==> config.mk <==
export PLATFORM = sky130hd
export DESIGN_NAME = bus_arbiter
export DESIGN_NICKNAME = d
export VERILOG_FILES = /design/src/rtl/bus_arbiter.sv
export SDC_FILE = /design/constraint.sdc
export NUM_CORES = 1
export LEC_CHECK = 0
export ABC_AREA = 1
export CORE_ASPECT_RATIO = 1.5
export CORE_MARGIN = 2
export CORE_UTILIZATION = 35
export CTS_CLUSTER_SIZE = 12
export DETAILED_ROUTE_END_ITERATION = 8
export PLACE_DENSITY = 0.61
export SLEW_MARGIN = 0
export SYNTH_ARGS = -nofsm -noshare
export SYNTH_HDL_FRONTEND = slang
export SYNTH_SLANG_ARGS = --single-unit
==> constraint.sdc <==
create_clock -name clk -period 1.7 [get_ports clk]
set_input_delay 0.255 -clock clk [delete_from_list [all_inputs] [get_ports clk]]
set_output_delay 0.255 -clock clk [all_outputs]
set_load 0.01 [all_outputs]
==> src/rtl/bus_arbiter.sv <==
// rtl/bus_arbiter.sv - central shared-memory bus arbiter
// Priority write-backs beat normal requests, round-robin within each class, owner keeps the bus while holding.
module bus_arbiter #(
  parameter int NUM_DEV   = 4,
  parameter int ID_W      = 2,
  parameter int GRANT_TMO = 8
) (
  input  logic               clk,
  input  logic               rst,
  input  logic [NUM_DEV-1:0] req,
  input  logic [NUM_DEV-1:0] req_type,
  input  logic [NUM_DEV-1:0] hold,
  output logic [NUM_DEV-1:0] grant,
  output logic               active,
  output logic [ID_W-1:0]    owner,
  output logic               tmo_err
);

  typedef enum logic [1:0] {
    S_IDLE  = 2'd0,
    S_GRANT = 2'd1,
    S_BUSY  = 2'd2
  } state_t;

  state_t               state_q;
  logic [NUM_DEV-1:0]   grant_q;
  logic                 active_q;
  logic [ID_W-1:0]      owner_q;
  logic                 tmo_err_q;
  logic [ID_W-1:0]      rr_ptr_q;
  logic [7:0]           tmo_cnt_q;

  logic [NUM_DEV-1:0]   cand;
  logic [ID_W:0]        scan_sum;
  logic [ID_W-1:0]      scan_idx;
  logic                 win_vld;
  logic [ID_W-1:0]      win_idx;
  logic                 rel;
  logic                 rel_tmo;
  logic [ID_W-1:0]      rr_ptr_d;

  // Priority class replaces the normal set entirely when any write-back is pending.
  always_comb begin
    cand     = (|(req & req_type)) ? (req & req_type) : req;
    win_vld  = 1'b0;
    win_idx  = '0;
    scan_sum = '0;
    scan_idx = '0;
    for (int i = 0; i < NUM_DEV; i++) begin
      scan_sum = {1'b0, rr_ptr_q} + (ID_W+1)'(i);
      if (scan_sum >= (ID_W+1)'(NUM_DEV)) begin
        scan_sum = scan_sum - (ID_W+1)'(NUM_DEV);
      end
      scan_idx = scan_sum[ID_W-1:0];
      if (!win_vld && cand[scan_idx]) begin
        win_vld = 1'b1;
        win_idx = scan_idx;
      end
    end
  end

  always_comb begin
    rel     = 1'b0;
    rel_tmo = 1'b0;
    case (state_q)
      S_GRANT: begin
        if (!hold[owner_q]) begin
          if (!req[owner_q]) begin
            rel = 1'b1;
          end else if (tmo_cnt_q == 8'(GRANT_TMO - 1)) begin
            rel     = 1'b1;
            rel_tmo = 1'b1;
          end
        end
      end
      S_BUSY:  rel = !hold[owner_q];
      default: rel = 1'b0;
    endcase
    rr_ptr_d = (owner_q == ID_W'(NUM_DEV - 1)) ? '0 : owner_q + 1'b1;
  end

  always_ff @(posedge clk) begin
    if (rst) begin
      state_q   <= S_IDLE;
      grant_q   <= '0;
      active_q  <= 1'b0;
      owner_q   <= '0;
      tmo_err_q <= 1'b0;
      rr_ptr_q  <= '0;
      tmo_cnt_q <= '0;
    end else begin
      tmo_err_q <= 1'b0;
      if (rel) begin
        state_q   <= S_IDLE;
        grant_q   <= '0;
        active_q  <= 1'b0;
        owner_q   <= '0;
        tmo_err_q <= rel_tmo;
        rr_ptr_q  <= rr_ptr_d;
        tmo_cnt_q <= '0;
      end else begin
        case (state_q)
          S_IDLE: begin
            if (win_vld) begin
              state_q   <= S_GRANT;
              grant_q   <= NUM_DEV'(1) << win_idx;
              active_q  <= 1'b1;
              owner_q   <= win_idx;
              tmo_cnt_q <= '0;
            end
          end
          S_GRANT: begin
            if (hold[owner_q]) begin
              state_q <= S_BUSY;
            end else begin
              tmo_cnt_q <= tmo_cnt_q + 8'd1;
            end
          end
          S_BUSY: begin
            state_q <= S_BUSY;
          end
          default: begin
            state_q  <= S_IDLE;
            grant_q  <= '0;
            active_q <= 1'b0;
            owner_q  <= '0;
          end
        endcase
      end
    end
  end

  assign grant   = grant_q;
  assign active  = active_q;
  assign owner   = owner_q;
  assign tmo_err = tmo_err_q;

endmodule

======== Word level (Yosys, flattened, before mapping) ========
Cells that the tools add are included.
word-level totals
  register bits ........................... 20
  word-level logic and storage cells ...... 96
  input bits .............................. 14
  output and inout port bits .............. 8
cells by class
  multiplexer cells ....................... 42
  bitwise logic cells ..................... 5
  add/subtract/negate cells ............... 9
  shift-type cells ........................ 1
  eq/ne operators ......................... 7
  $lt $le $gt $ge ......................... 9
  reductions and logical operators ........ 16
operator list
  operator                                                  number
  2-to-1 mux 2 bit                                          12
  2-to-1 mux 8 bit                                          2
  one-hot mux 8 bit (2 select lines)                        1
  < comparator 2 x 3 -> 1 bit, second input constant        5
  2-to-1 mux 1 bit                                          14
  binary-select mux 1 bit (select 2 bit)                    6
  greater-or-equal comparator 3 bit, second input constant  3
  adder 8 x 1 -> 8 bit, second input constant               1
  == test 8 x 3 -> 1 bit, second input constant             1
  2-to-1 mux 4 bit                                          2
  one-hot mux 4 bit (2 select lines)                        1
  subtractor 2 x 1 -> 2 bit, second input constant          4
  adder 2 x 2 -> 3 bit, second input constant               2
  inequality test 2 bit, second input constant              3
  one-hot mux 2 bit (3 select lines)                        1
  OR reduction 5 bit                                        1
  AND 4 bit                                                 1
  == test 2 bit, second input constant                      2
  logical NOT 1 bit                                         4
  inverter 1 bit                                            4
  one-hot mux 1 bit (2 select lines)                        2
  one-hot mux 2 bit (2 select lines)                        1
  AND reduction 2 bit                                       2
  OR reduction 2 bit                                        2
  10 further kinds                                          12

======== Longest topological paths before layout ========
  depth in word-level cells ............... 18
  gate-level depth with buffers ........... 15
  mapped depth without buffers ............ 15

======== Least setup slack after synthesis ========
No wires, ideal clock.
  kind .................................... reg2reg
  from .................................... reg tmo_cnt_q[0]
  to ...................................... reg grant_q[0], in the netlist grant[0]
  cell stages (with the launch flop) ...... 12
  clock period less this slack ............ 1.741 ns
  required time ........................... 1.580 ns
  slack ................................... -0.041 ns
  path buffers ............................ 1
  data arrival time ....................... 1.621 ns
  library setup time ...................... 0.120 ns
  cell sequence ........................... dfxtp_1 -> ha_1 -> nand2_1 -> inv_1 -> nand2_1 -> nor4_1 -> nor2_1 -> o21ai_0 -> nand2_1 -> nand2_2 -> buf_2 -> a21oi_1
on the way
  cells in the longest elaborated chain, start to end .. 6
RTL lines
  what                                line  text
  start: declaration                  31    logic [7:0] tmo_cnt_q;
  start signal: assignment            116   tmo_cnt_q <= tmo_cnt_q + 8'd1;
  == test 8 x 3 -> 1 bit              70    end else if (tmo_cnt_q == 8'(GRANT_TMO - 1)) begin
  2-to-1 mux 1 bit                    70
  2-to-1 mux 1 bit                    68    if (!req[owner_q]) begin
  2-to-1 mux 1 bit                    67    if (!hold[owner_q]) begin
  one-hot mux 1 bit (2 select lines)  65    case (state_q)
  OR reduction 2 bit (no line)        -
  end signal: assignment              106   grant_q <= NUM_DEV'(1) << win_idx;
  end: declaration                    26    logic [NUM_DEV-1:0] grant_q;
Every way passes these cells.
A chain may end at the register's enable or synchronous reset.

======== Worst setup path in the final report ========
  from .................................... reg rr_ptr_q[1]
  to ...................................... reg tmo_cnt_q[4]
on the way
  cells in the longest elaborated chain, start to end .. 16
  elaborated cells on any way between the ends .. 35
  classes of those cells .................. add/sub (7); order compare (4); eq/ne (1); mux (16); reduce/logical (7)
RTL lines
  what                                                                           line  text
  start: declaration                                                             30    logic [ID_W-1:0] rr_ptr_q;
  start signal: assignment                                                       99    rr_ptr_q <= rr_ptr_d;
  parallel branches: the longest is 13 deep, another holds adder 2 x 1 -> 3 bit  -
  2-to-1 mux 1 bit (*)                                                           55    if (!win_vld && cand[scan_idx]) begin
  inequality test 2 bit (no line) (*)                                            -
  AND reduction 3 bit (no line) (*)                                              -
Mark *: on every way between the ends. The select of a mux whose other input is x is not followed.

==> results.py <==
metrics = {
    "outcome": {
        "status": "complete, no violations",
    },
    "floorplan": {
        "die_area_um2": 4670,
        "start_util": 0.3650,
        "die_h_um": 82.70,
        "std_cell_rows": 28,
        "core_area_um2": 3959,
        "die_x_um": 56.47,
        "io_pins": 22,
    },
    "worst_setup_path": {
        "worstPathRequired_ns": 1.86,
        "worst_setup_path_start_kind": "flip-flop",
        "reg2reg_depth": 13,
        "cp_max_fo": 8,
        "critPathArrivalTime_ns": 1.84,
        "crit_type": "flip-flop to flip-flop",
        "worst_setup_path_end_kind": "flip-flop",
    },
    "logic_synthesis": {
        "yosysTopAreaCellShare": 0.2771,
        "ys_types": 26,
        "yosysWarnings": 0,
        "postSynthCellCount": 237,
        "ys_seq_area_frac": 0.2771,
        "synth_area_per_cell_um2": 6.098,
        "synth.net_count": 256,
        "synth_area_um2": 1445,
        "ys_ff_latch": 20,
        "ys_top_cells_by_area": "dfxtp_1 (28%), nand2_1 (18%), nand3_1 (9.4%)",
        "yosysTopAreaCell": "dfxtp_1",
    },
    "sta": {
        "slew_violations": 0,
        "max_slew.worst_pin.slew_ns": 0.2914,
        "fin_crit_sh": 0.9891,
        "finalCriticalPeriod_ns": 1.681,
        "setup_viol": 0,
        "rsz0062_at_grt": "yes",
        "fmax_mhz": 594.7,
        "hold_viol_final": 0,
        "fin_skew_ns": 0.001816,
        "slew_headroom": 0.8043,
        "worst_slack_ns": 0.01859,
    },
    "global_routing": {
        "antenna_found_initial": 0,
        "grt_pass1_vias": 1632,
        "grt_pass1_wl_mm": 6.865,
        "grt_use_total": 0.1869,
        "grt_start_max_net_pins": 11,
        "grt_overflow_total": 0,
    },
    "placement": {
        "pre_cts_ws_ns": -0.5172,
        "gp_congestion": 0.8917,
        "port_buffers": 21,
        "hpwlAfterDp_mm": 3.117,
    },
    "cts": {
        "cts_buffers": 3,
        "cts_max_level": 1,
        "cts_buffer_depth": 2,
        "ctsHoldBuffers": 0,
        "cts-root-buf": "clkbuf_8",
        "insertion_delay_ns": 0.26,
        "clk_pin_slew_worst_paths_ns": 0.07,
        "cts_num_sinks": 20,
        "cts_tree": "yes",
    },
    "power": {
        "peakVddDrop_mv": 0.8880,
        "power_mw": 3.085,
        "pwr_density_cell_nw_per_um2": 1301,
        "p_leak_nw": 1.081,
    },
    "min_path": {
        "hp-class": "flip-flop to flip-flop",
        "hold-path-cell-count": 2,
    },
    "drt": {
        "wl_per_cell_um": 12.69,
        "via_count": 1765,
        "dr.first_iter.drc_count": 87,
        "final_antenna_net_count": 0,
        "vias_per_cell": 5.086,
        "drc_errors": 0,
        "first_pass_iters": 4,
        "wirelength_mm": 4.404,
    },
    "cells_and_area": {
        "n_fill_cell": 362,
        "multi_input_comb_area_um2": 1214,
        "layout-drive-gt1-share": 0.4603,
        "area_growth_pct": 64.07,
        "antenna_cells": 0,
        "final-seq-area_um2": 411.6,
        "nets": 323,
    },
    "job": {
        "drv_cap": 0,
    },
}
what timing repair did:
action | 4_1_cts | 5_1_grt
gates cloned | 2 | 0
setup endpoints to repair | 21 | 20
pin swaps | 24 | 35
setup buffers | 6 | 3
resized for setup | 40 | 82
area by class of cell:
class                      instances  area share
multi-input combinational        183      0.5119
sequential                        20      0.1736
timing repair buffer              63      0.2148
inverter                          33     0.05858
tap                               45     0.02375
clock buffer                       3     0.01741
power breakdown:
| group | switching, mW | internal [mW] |
|---|---|---|
| registers | 0.0960 | 0.574 |
| logic | 1.26 | 0.844 |
| clock network | 0.153 | 0.158 |
| total | 1.51 | 1.58 |
per-layer routing:
metal  track usage  vias to the layer above  routed length (um)
li1              -                      896                   -
met1        0.1792                      826                1623
met2        0.3942                       28                2596
met3       0.01402                       15                  69
met4       0.08333                        0                 115
met5             0                        -                   0
sequential cells by signal, summed over array words and instances (netlist names):
register	flops
rr_ptr_q	2
owner	2
grant	4
tmo_err	1
tmo_cnt_q	8
active	1
state_q	2
synth_stat cells:
master     n
a21oi_1   18
a31o_2     1
buf_2      2
dfxtp_1   20
ha_1       5
inv_1     27
inv_2      6
nand2_1   69
nand2_2   12
nand2_4    1
nand3_1   27
nand3_2    1
nand4_1    2
nor2_1    20
nor2_2     1
nor2_4     2
nor3_1     3
nor3b_1    1
nor4_1     1
o21ai_0    8
o21ai_1    2
o21bai_1   1
o22ai_1    2
o32ai_1    1
xnor2_1    1
xor2_1     3
worst max-delay path, stage by stage (launching register included):
cell	delay (ns)
dfxtp_4	0.42
nand2_4	0.07
inv_4	0.08
nand3_1	0.12
nand2_2	0.10
inv_2	0.05
nand2_4	0.08
nand2_4	0.06
nor2_4	0.13
nand3_4	0.13
nand2_4	0.14
inv_6	0.07
nand2_1	0.07
a21oi_2	0.05
cell usage in the layout, fill, tap and decap left out, types with 5 or more instances in the layout:
cell type / instances
buf_4: 34
nand3_2: 11
dfxtp_1: 15
a21oi_1: 7
a21oi_2: 11
clkbuf_2: 8
nor2_1: 14
buf_6: 7
nor2_4: 8
o21ai_0: 5
nand2_1: 52
nand2_2: 21
inv_1: 21
o21ai_1: 5
clkdlybuf4s50_1: 13
nand3_1: 14
inv_2: 7
nand2_4: 10
final timing paths:
check,from,end,slack (ns)
worst max-delay path,rr_ptr_q[1]$_SDFFE_PP0P_,tmo_cnt_q[4]$_SDFFE_PP0P_,0.02
worst min-delay path,active$_SDFFE_PP0P_,active$_SDFFE_PP0P_,0.47
worst max register to register,rr_ptr_q[1]$_SDFFE_PP0P_,tmo_cnt_q[4]$_SDFFE_PP0P_,0.02
worst min register to register,active$_SDFFE_PP0P_,active$_SDFFE_PP0P_,0.47
kinds of logic (layout without fill, tap and decap cells):
family,after synthesis,count (layout),share of synthesized area
and+or+nand+nor,140,141,0.4398
DFF,20,20,0.2771
AOI/OAI and AO/OA,33,33,0.1230
adders and majority gates,5,5,0.04329
buffers and inverters,35,99,0.09264
xor gates and xnor gates,4,4,0.02425
metrics by stage:
step | utilization | instance area [um2] | hold WS [ns] | std cells | TNS [ns]
2_1_floorplan | - | 1454 | 0.4737 | 237 | 0
3_3_place_gp | 0.4921 | 1948 | 0.4596 | 333 | -8.350
3_5_place_dp | 0.4921 | 1948 | 0.4604 | 333 | -8.715
4_1_cts | 0.5398 | 2137 | 0.4692 | 344 | -0.9754
5_1_grt | 0.5989 | 2371 | 0.4846 | 347 | -0.7801
6_report | 0.5989 | 2371 | 0.4652 | 347 | 0
(Power assumes the default switching activity.)
==> RTL edit (same settings) <==
Change the parameter `GRANT_TMO` from 8 to 4.
--- a/src/rtl/bus_arbiter.sv
+++ b/src/rtl/bus_arbiter.sv
@@ -4,5 +4,5 @@
   parameter int NUM_DEV   = 4,
   parameter int ID_W      = 2,
-  parameter int GRANT_TMO = 8
+  parameter int GRANT_TMO = 4
 ) (
   input  logic               clk,
Behaviour: not the same (a bounded check fails within 10 cycles, from zero or initial values and one cycle with rst high).
==> RTL edit against the unedited design <==
The flow now finishes with violations (negative setup slack). Worst setup slack worse by 72 ps. Core utilization down 0.79 points. Synthesized area up 2.5%. Die area up 2.4%. Cell area up 3.1%. Non-clock buffer count down 6. Maximum frequency down 4.1%. Routed wire length about the same. Sequential cell count unchanged. Total power up 5.6%. Critical path depth down 3. Critical path type unchanged. Critical endpoint is now grant[0]. Largest power group unchanged.
==> RTL edit: results (changes against the unedited design) <==
| Metric | Value |
|---|---|
| Failing checks | `negative setup slack` |
| Lkg Pwr | `1.081 nW (about the same)` |
| Final Worst Setup Slack | `-53.50 ps (-72.09 ps)` |
| Critical Path AT | `1950 ps (+110 ps)` |
| Post-Place Cell Area | `1962 um^2 (+0.71%)` |
| Share of cells above drive strength 1 | `0.4767 (+0.01640)` |
| Critical path peak fanout | `7 (-1)` |
| CTS root buf | `clkbuf_8` |
| Crit-path max cell delay | `380 ps (-40 ps)` |
| Number of global-route vias before repair | `1,645 (+0.80%)` |
| Post-synthesis adder-cell area fraction | `0.04223 (-0.001060)` |
| PortBufs | `21 (unchanged)` |
| Combinational group power | `2.21 mW (+5%)` |
| First-pass GRT wire length | `6561 um (-4.4%)` |
| Worst slew pin tran | `241.8 ps (-49.57 ps)` |
| Fillers | `376 (+3.9%)` |
| Clock Latency Late Sink | `260 ps (about the same)` |
| Pre-CTS WS | `-521.4 ps (-4.205 ps)` |
| Syn Area/Cell | `6.198 um^2 (+1.7%)` |
| VDD IR max | `0.0008138 V (-8.4%)` |
| Placed instance count | `334 (+0.30%)` |
| Switch share | `0.4806 (-0.008585)` |
| Post-Synth XOR/XNOR Area | `0.02956 (+0.005318)` |
| Clock power share | `0.113 (+0.012)` |
| Dpl hpwl | `2998 um (-3.8%)` |
| Synth Area in Compound Gates | `0.1149 (-0.008079)` |
| GRT Overall Usage | `0.1669 (-0.01996)` |
| Syn nets | `258 (+0.78%)` |
| WL final | `4401 um (about the same)` |
| Mux cell area share after synthesis | `0 (unchanged)` |
| Synth cell count leaders | `65 x nand2_1, 29 x nand3_1, 25 x inv_1, 20 x dfxtp_1, 20 x nor2_1` |
| Final Wtd Congestion | `0.8237 (-7.6%)` |
| Final Util | `0.5910 (-0.007878)` |
| Clock skew | `3.694 ps (+1.878 ps)` |
| H-tree Lvls | `1 (unchanged)` |
| Final std cells w/o fill | `346 (-0.29%)` |
| Vias/cell | `5.032 (-1.1%)` |
| Combinational power share | `0.680 (-0.002)` |
| Setup TNS | `-276.7 ps (-276.7 ps)` |
| Nets | `320 (-0.93%)` |
| First-iteration detailed-routing DRC count | `81 (-6.9%)` |
| Largest net degree at the start of global routing | `16 (+5)` |
| Drt pass-1 iters | `4 (unchanged)` |
| Unique masters post-synth | `27 (+3.8%)` |
| Final setup viols | `16 (+16)` |
| Sequential area share after synthesis | `0.2703 (-0.006786)` |
| Status | `finished with violations` |
| Synth Warn # | `0 (unchanged)` |
| Top cells by area, synth | `dfxtp_1 27%, nand2_1 16%, nand3_1 9.8%, inv_1 6.3%, a21oi_1 6.1%` |
==> RTL edit: final cells by class <==
class                      count  share of cell area
tap                           46             0.02354
inverter                      37             0.06295
clock buffer                   4             0.02252
timing repair buffer          57              0.1924
sequential                    20              0.1694
multi-input combinational    182              0.5292
==> RTL edit: metal layers <==
metal / part of all wire / track usage / up-vias
met1: 0.38 / 0.1807 / 808
met5: 0 / 0 / -
met3: 0.021 / 0.01550 / 12
met4: 0.022 / 0.06131 / 0
li1: - / - / 888
met2: 0.58 / 0.3208 / 33
==> RTL edit: worst paths after layout <==
check / cells after the start / from / slack [ps] / end
max: 10 / rr_ptr_q[0] / -50 / grant[0]
min: 2 / grant[3] / 470 / grant[3]
max reg2reg: 10 / rr_ptr_q[0] / -50 / grant[0]
min reg2reg: 2 / grant[3] / 470 / grant[3]
==> RTL edit: timing repair <==
action | CTS | global route
gates resized for setup | 34 | 92
setup buffers | 2 | 5
setup endpoints to repair | 19 | 20
pin swaps | 15 | 26
cloned | 1 | 0
